<file path="src/rtl/vga_scanout_controller.sv">
// VGA scan-out stage: 640x480@60 timing, 2x upscaled frame-buffer addressing,
// RGB565 to 4:4:4 conversion and vblank-only display-buffer swapping.
module vga_scanout_controller #(
    parameter int H_ACTIVE = 640,
    parameter int H_FP     = 16,
    parameter int H_SYNC   = 96,
    parameter int H_BP     = 48,
    parameter int V_ACTIVE = 480,
    parameter int V_FP     = 10,
    parameter int V_SYNC   = 2,
    parameter int V_BP     = 33,
    parameter int RD_LAT   = 1
) (
    input  logic        clk,
    input  logic        reset,
    input  logic        swap_req,
    input  logic [15:0] pixel_in,
    output logic [16:0] read_addr,
    output logic        display_buffer,
    output logic        swap_ack,
    output logic        frame_start,
    output logic        vga_hsync,
    output logic        vga_vsync,
    output logic        vga_de,
    output logic [3:0]  vga_r,
    output logic [3:0]  vga_g,
    output logic [3:0]  vga_b
);

    localparam int H_TOTAL = H_ACTIVE + H_FP + H_SYNC + H_BP;
    localparam int V_TOTAL = V_ACTIVE + V_FP + V_SYNC + V_BP;
    localparam int HW      = $clog2(H_TOTAL);
    localparam int VW      = $clog2(V_TOTAL);
    localparam int L       = RD_LAT + 2;

    localparam logic [HW-1:0] H_LAST   = HW'(H_TOTAL - 1);
    localparam logic [HW-1:0] H_VISEND = HW'(H_ACTIVE);
    localparam logic [HW-1:0] HS_START = HW'(H_ACTIVE + H_FP);
    localparam logic [HW-1:0] HS_END   = HW'(H_ACTIVE + H_FP + H_SYNC);
    localparam logic [VW-1:0] V_LAST   = VW'(V_TOTAL - 1);
    localparam logic [VW-1:0] V_VISEND = VW'(V_ACTIVE);
    localparam logic [VW-1:0] VS_START = VW'(V_ACTIVE + V_FP);
    localparam logic [VW-1:0] VS_END   = VW'(V_ACTIVE + V_FP + V_SYNC);

    logic [HW-1:0] h_count;
    logic [VW-1:0] v_count;
    logic          visible;
    logic          hsync_n;
    logic          vsync_n;
    logic          swap_point;
    logic          swap_pending;
    logic [16:0]   row_y;
    logic [16:0]   col_x;
    logic [16:0]   addr_next;
    logic [L-1:0]  de_pipe;
    logic [L-1:0]  hs_pipe;
    logic [L-1:0]  vs_pipe;
    logic          unused_pixel_bits;

    always_ff @(posedge clk) begin
        if (reset) begin
            h_count <= '0;
            v_count <= '0;
        end else if (h_count == H_LAST) begin
            h_count <= '0;
            v_count <= (v_count == V_LAST) ? '0 : v_count + 1'b1;
        end else begin
            h_count <= h_count + 1'b1;
        end
    end

    // Each source pixel covers a 2x2 block; row stride 320 built as y*256 + y*64.
    always_comb begin
        visible    = (h_count < H_VISEND) && (v_count < V_VISEND);
        hsync_n    = !((h_count >= HS_START) && (h_count < HS_END));
        vsync_n    = !((v_count >= VS_START) && (v_count < VS_END));
        swap_point = (h_count == '0) && (v_count == V_VISEND);
        row_y      = 17'(v_count >> 1);
        col_x      = 17'(h_count >> 1);
        addr_next  = (row_y << 8) + (row_y << 6) + col_x;
    end

    assign frame_start = !reset && (h_count == '0) && (v_count == '0);

    always_ff @(posedge clk) begin
        if (reset) begin
            read_addr <= '0;
            de_pipe   <= '0;
            hs_pipe   <= '1;
            vs_pipe   <= '1;
            vga_r     <= '0;
            vga_g     <= '0;
            vga_b     <= '0;
        end else begin
            read_addr <= visible ? addr_next : '0;
            de_pipe   <= {de_pipe[L-2:0], visible};
            hs_pipe   <= {hs_pipe[L-2:0], hsync_n};
            vs_pipe   <= {vs_pipe[L-2:0], vsync_n};
            // de_pipe[L-2] is the enable that travelled alongside this pixel_in.
            vga_r     <= de_pipe[L-2] ? pixel_in[15:12] : 4'h0;
            vga_g     <= de_pipe[L-2] ? pixel_in[10:7]  : 4'h0;
            vga_b     <= de_pipe[L-2] ? pixel_in[4:1]   : 4'h0;
        end
    end

    assign vga_de    = de_pipe[L-1];
    assign vga_hsync = hs_pipe[L-1];
    assign vga_vsync = vs_pipe[L-1];

    always_ff @(posedge clk) begin
        if (reset) begin
            swap_pending   <= 1'b0;
            display_buffer <= 1'b0;
            swap_ack       <= 1'b0;
        end else begin
            swap_ack <= 1'b0;
            if (swap_point && (swap_pending || swap_req)) begin
                display_buffer <= ~display_buffer;
                swap_ack       <= 1'b1;
                swap_pending   <= 1'b0;
            end else if (swap_req) begin
                swap_pending <= 1'b1;
            end
        end
    end

    assign unused_pixel_bits = ^{pixel_in[11], pixel_in[6:5], pixel_in[0]};

endmodule

</file>
<file path="config.mk">
export PLATFORM = sky130hd
export DESIGN_NAME = vga_scanout_controller
export DESIGN_NICKNAME = d
export VERILOG_FILES = /design/src/rtl/vga_scanout_controller.sv
export SDC_FILE = /design/constraint.sdc
export NUM_CORES = 1
export LEC_CHECK = 0
export BUFFER_PORTS_ARGS = -buffer_cell sky130_fd_sc_hd__buf_2
export CAP_MARGIN = 10
export CORE_MARGIN = 10
export CORE_UTILIZATION = 55
export CTS_CLUSTER_DIAMETER = 200
export CTS_CLUSTER_SIZE = 20
export DETAILED_ROUTE_END_ITERATION = 6
export GPL_ROUTABILITY_DRIVEN = 0
export GPL_TIMING_DRIVEN = 0
export PLACE_DENSITY_LB_ADDON = 0.15
export SLEW_MARGIN = 20
export SYNTH_ARGS = -nofsm -noshare
export SYNTH_HDL_FRONTEND = slang
export SYNTH_SLANG_ARGS = --single-unit
export TNS_END_PERCENT = 5
</file>
<file path="constraint.sdc">
create_clock -name clk -period 7.4 [get_ports clk]
set_input_delay 0.37 -clock clk [delete_from_list [all_inputs] [get_ports clk]]
set_output_delay 0.37 -clock clk [all_outputs]
set_load 0.1 [all_outputs]
</file>
==> results.cfg <==
[clock_network]
clk_path_buf_depth = 2
cts.sinks = 61
postCtsSetupBuffers = 0
cts-root-buf = clkbuf_8
cts_made_buffers = 9
htree_levels = 3
cts_hold_buf = 0
cts_tree = done
cts_resized = 0
cts.clk_slew.worst_paths_ns = 0.07
clock_latency_ns = 0.33

[worst_setup_path]
critPathKind = register to register
crit_chain = fa_1 -> fa_1 -> a211oi_1 -> nor2_1 -> a221oi_1 -> mux2i_1
rr_endpoint = read_addr[15]
r2r_slack_ns = 4.75
crit_path_max_fanout = 9
slowest_delay_ns = 0.53
slowest_stage = dfxtp_1
arrival_ns = 2.91
crit_top_cell = fa_1
r2r-start = v_count[3]
cp-start-kind = register
reg2regPathDepth = 6
critPathCaptureType = register
cp.required_ns = 7.67

[logic_synthesis]
synthXorXnorAreaFrac = 0.0400
synth_nets = 313
yosys.area_share.simple = 0.249
synth_edf_count = 0
synthMuxAreaShare = 0.0114
synth_top_family_by_area = simple AND/OR/NAND/NOR gates
dominantRegCellSynth = dfxtp_1
synth_compound_area_frac = 0.0877
synthTopCellsByArea = dfxtp_1 46%, ha_1 10%, and2_1 4.8%
yosysTopAreaCell = dfxtp_1
yosys.area_share.adder = 0.115
synth_area_per_cell_um2 = 9.69
ys_seq_elements = 61
synth.top_cell.area_share = 0.465
async_flop_share = 0
seq_area_frac_synth = 0.465
synthDistinctLibCells = 44
yosysWarningCount = 0
netlist_area_um2 = 2630
syn_inst = 271

[run_status]
status = completed

[placement]
hpwl_um = 3890
io_buffers = 48
post-place-cells = 373

[sta]
setup_viol = 0
hold_violations = 0
worstMarginPinSlew_ns = 0.497
finClkSkew_ns = 0.00474
max_freq_ghz = 0.378
min_period_over_period = 0.357
final-max-slew-violation-count = 0
max_slew_margin = 0.671
rsz0062_at_grt = no
whs_ns = 0.231
fin_tns_setup_ns = 0
period_minus_slack_ns = 2.65

[final_layout]
fin_nets = 372
layout-drive-gt1-share = 0.227
final_common_cell = dfxtp_1
fillCellCount = 378
insertedDiodeCount = 0
final_cell_mix = 61 x dfxtp_1, 50 x buf_2, 24 x nor2_1
syn2layout_area_growth_pct = 19.4
instances_no_fill = 389

[grt]
globalRouteTotalUtil = 0.142
grt_pass1_vias = 1983
grt_pass1_wl_um = 8790
grt_max_degree = 12
antenna_found_initial = 0
grt.overflow.total = 0

[floorplan]
core.rowCount = 25
die_x_um = 89.1
die_h_um = 89.1
initial_utilization = 0.563
dieArea_um2 = 7940
io_pins = 54
core_um2 = 4660

[worst_hold_path]
hold_path_end = vga_r[0]
holdCritStartpoint = pixel_in[12]
hp-class = input port to register
whs_path_depth = 2

[route]
drc = 0
first_pass_iters = 4
postRouteAntennaNets = 0
routed_via_density = 5.42
wl_um = 5290
wire_per_inst_um = 13.6
dr.first_iter.drc_count = 137
num_vias = 2107

[flow_run]
drv_cap = 0

[power_and_ir_drop]
p_leak_nw = 1.48
p_per_area_nw_per_um2 = 215
vdd.ir_drop.worst_mv = 0.129
## metrics by stage
stage | power [mW] | cell area (um^2) | util | setup slack (ns)
floorplan | 0.377 | 2630 | - | 4.77
global placement | 0.388 | 2930 | 0.630 | 4.85
detailed placement | 0.388 | 2930 | 0.630 | 4.79
CTS | 0.681 | 3140 | 0.673 | 4.75
global route | 0.699 | 3140 | 0.673 | 4.60
finish | 0.674 | 3140 | 0.673 | 4.75
## metal layers
layer	routed length, um	part of all wire	vias to the layer above	global-route usage
li1	-	-	1066	-
met1	2220	0.42	983	0.154
met2	2630	0.50	49	0.242
met3	351	0.066	9	0.0465
met4	90	0.017	0	0.0708
met5	0	0	-	0
## worst max-delay path: cells and delay by family, from the launching register on
family                   cells  cell delay [ns]
adder cells (fa/ha/maj)      2             1.03
AO/OA/AOI/OAI                2             0.69
flip-flops                   1             0.53
multiplexers                 1             0.21
AND/OR/NAND/NOR              1             0.12
## how the worst max path moves through the flow
stage	from	to	slack (ns)	cells past startpoint
2_1_floorplan	v_count[1]	frame_start	4.77	5
3_3_place_gp	v_count[3]	read_addr[15]	4.85	6
3_5_place_dp	v_count[3]	read_addr[15]	4.79	6
4_1_cts	v_count[3]	read_addr[15]	4.75	6
5_1_grt	v_count[1]	read_addr[15]	4.60	6
6_report	v_count[3]	read_addr[15]	4.75	6
## area by class of cell
| class | count | area, um^2 | share of cell area |
|---|---|---|---|
| Clock buffer | 11 | 141 | 0.0451 |
| Inverter | 12 | 45.0 | 0.0144 |
| Buffer | 8 | 37.5 | 0.0120 |
| Timing Repair Buffer | 48 | 240 | 0.0766 |
| Multi-Input combinational cell | 190 | 1320 | 0.422 |
| Tap cell | 54 | 67.6 | 0.0215 |
| Sequential cell | 61 | 1220 | 0.389 |
| Clock inverter | 5 | 60.1 | 0.0192 |
## report_power, final
group / switching, mW / leakage, nW / internal, mW
clock: 0.129 / 0.0995 / 0.165
combinational: 0.0346 / 0.887 / 0.00999
sequential: 0.00226 / 0.494 / 0.333
## cell usage after synthesis, types with 2 or more instances
| master | n |
|---|---|
| buf_2 | 2 |
| a21o_1 | 4 |
| nor3_1 | 4 |
| fa_1 | 2 |
| o31ai_1 | 5 |
| inv_1 | 12 |
| or2_2 | 5 |
| dfxtp_1 | 61 |
| nand2_1 | 10 |
| nand3b_1 | 2 |
| nor3b_1 | 3 |
| nand2b_1 | 5 |
| a21oi_1 | 14 |
| nor4bb_1 | 2 |
| or4_1 | 3 |
| o21ai_0 | 7 |
| and2_1 | 20 |
| ha_1 | 21 |
| nand4_1 | 5 |
| nor2b_1 | 2 |
| xnor2_1 | 6 |
| clkbuf_1 | 4 |
| nor4_1 | 2 |
| or3_1 | 3 |
| a211oi_1 | 2 |
| mux2i_1 | 3 |
| and3_1 | 5 |
| nand3_1 | 13 |
| nor2_1 | 24 |
| xor2_1 | 6 |
## flip-flops by register name, indices dropped and copies added, names as in the netlist
name and flops:
display_buffer 1, vga_r 4, read_addr 17, vs_pipe 3, vga_b 4, swap_pending 1
hs_pipe 3, v_count 10, swap_ack 1, vga_g 4, h_count 10, de_pipe 3
## cell families after synthesis
group / Yosys count
AND/OR/NAND/NOR: 115
adder cells (fa/ha/maj): 23
multiplexers: 3
AO/OA/AOI/OAI: 37
flip-flops: 61
XOR/XNOR: 12
buffers and inverters: 20
Power figures use the tool's default switching activity.
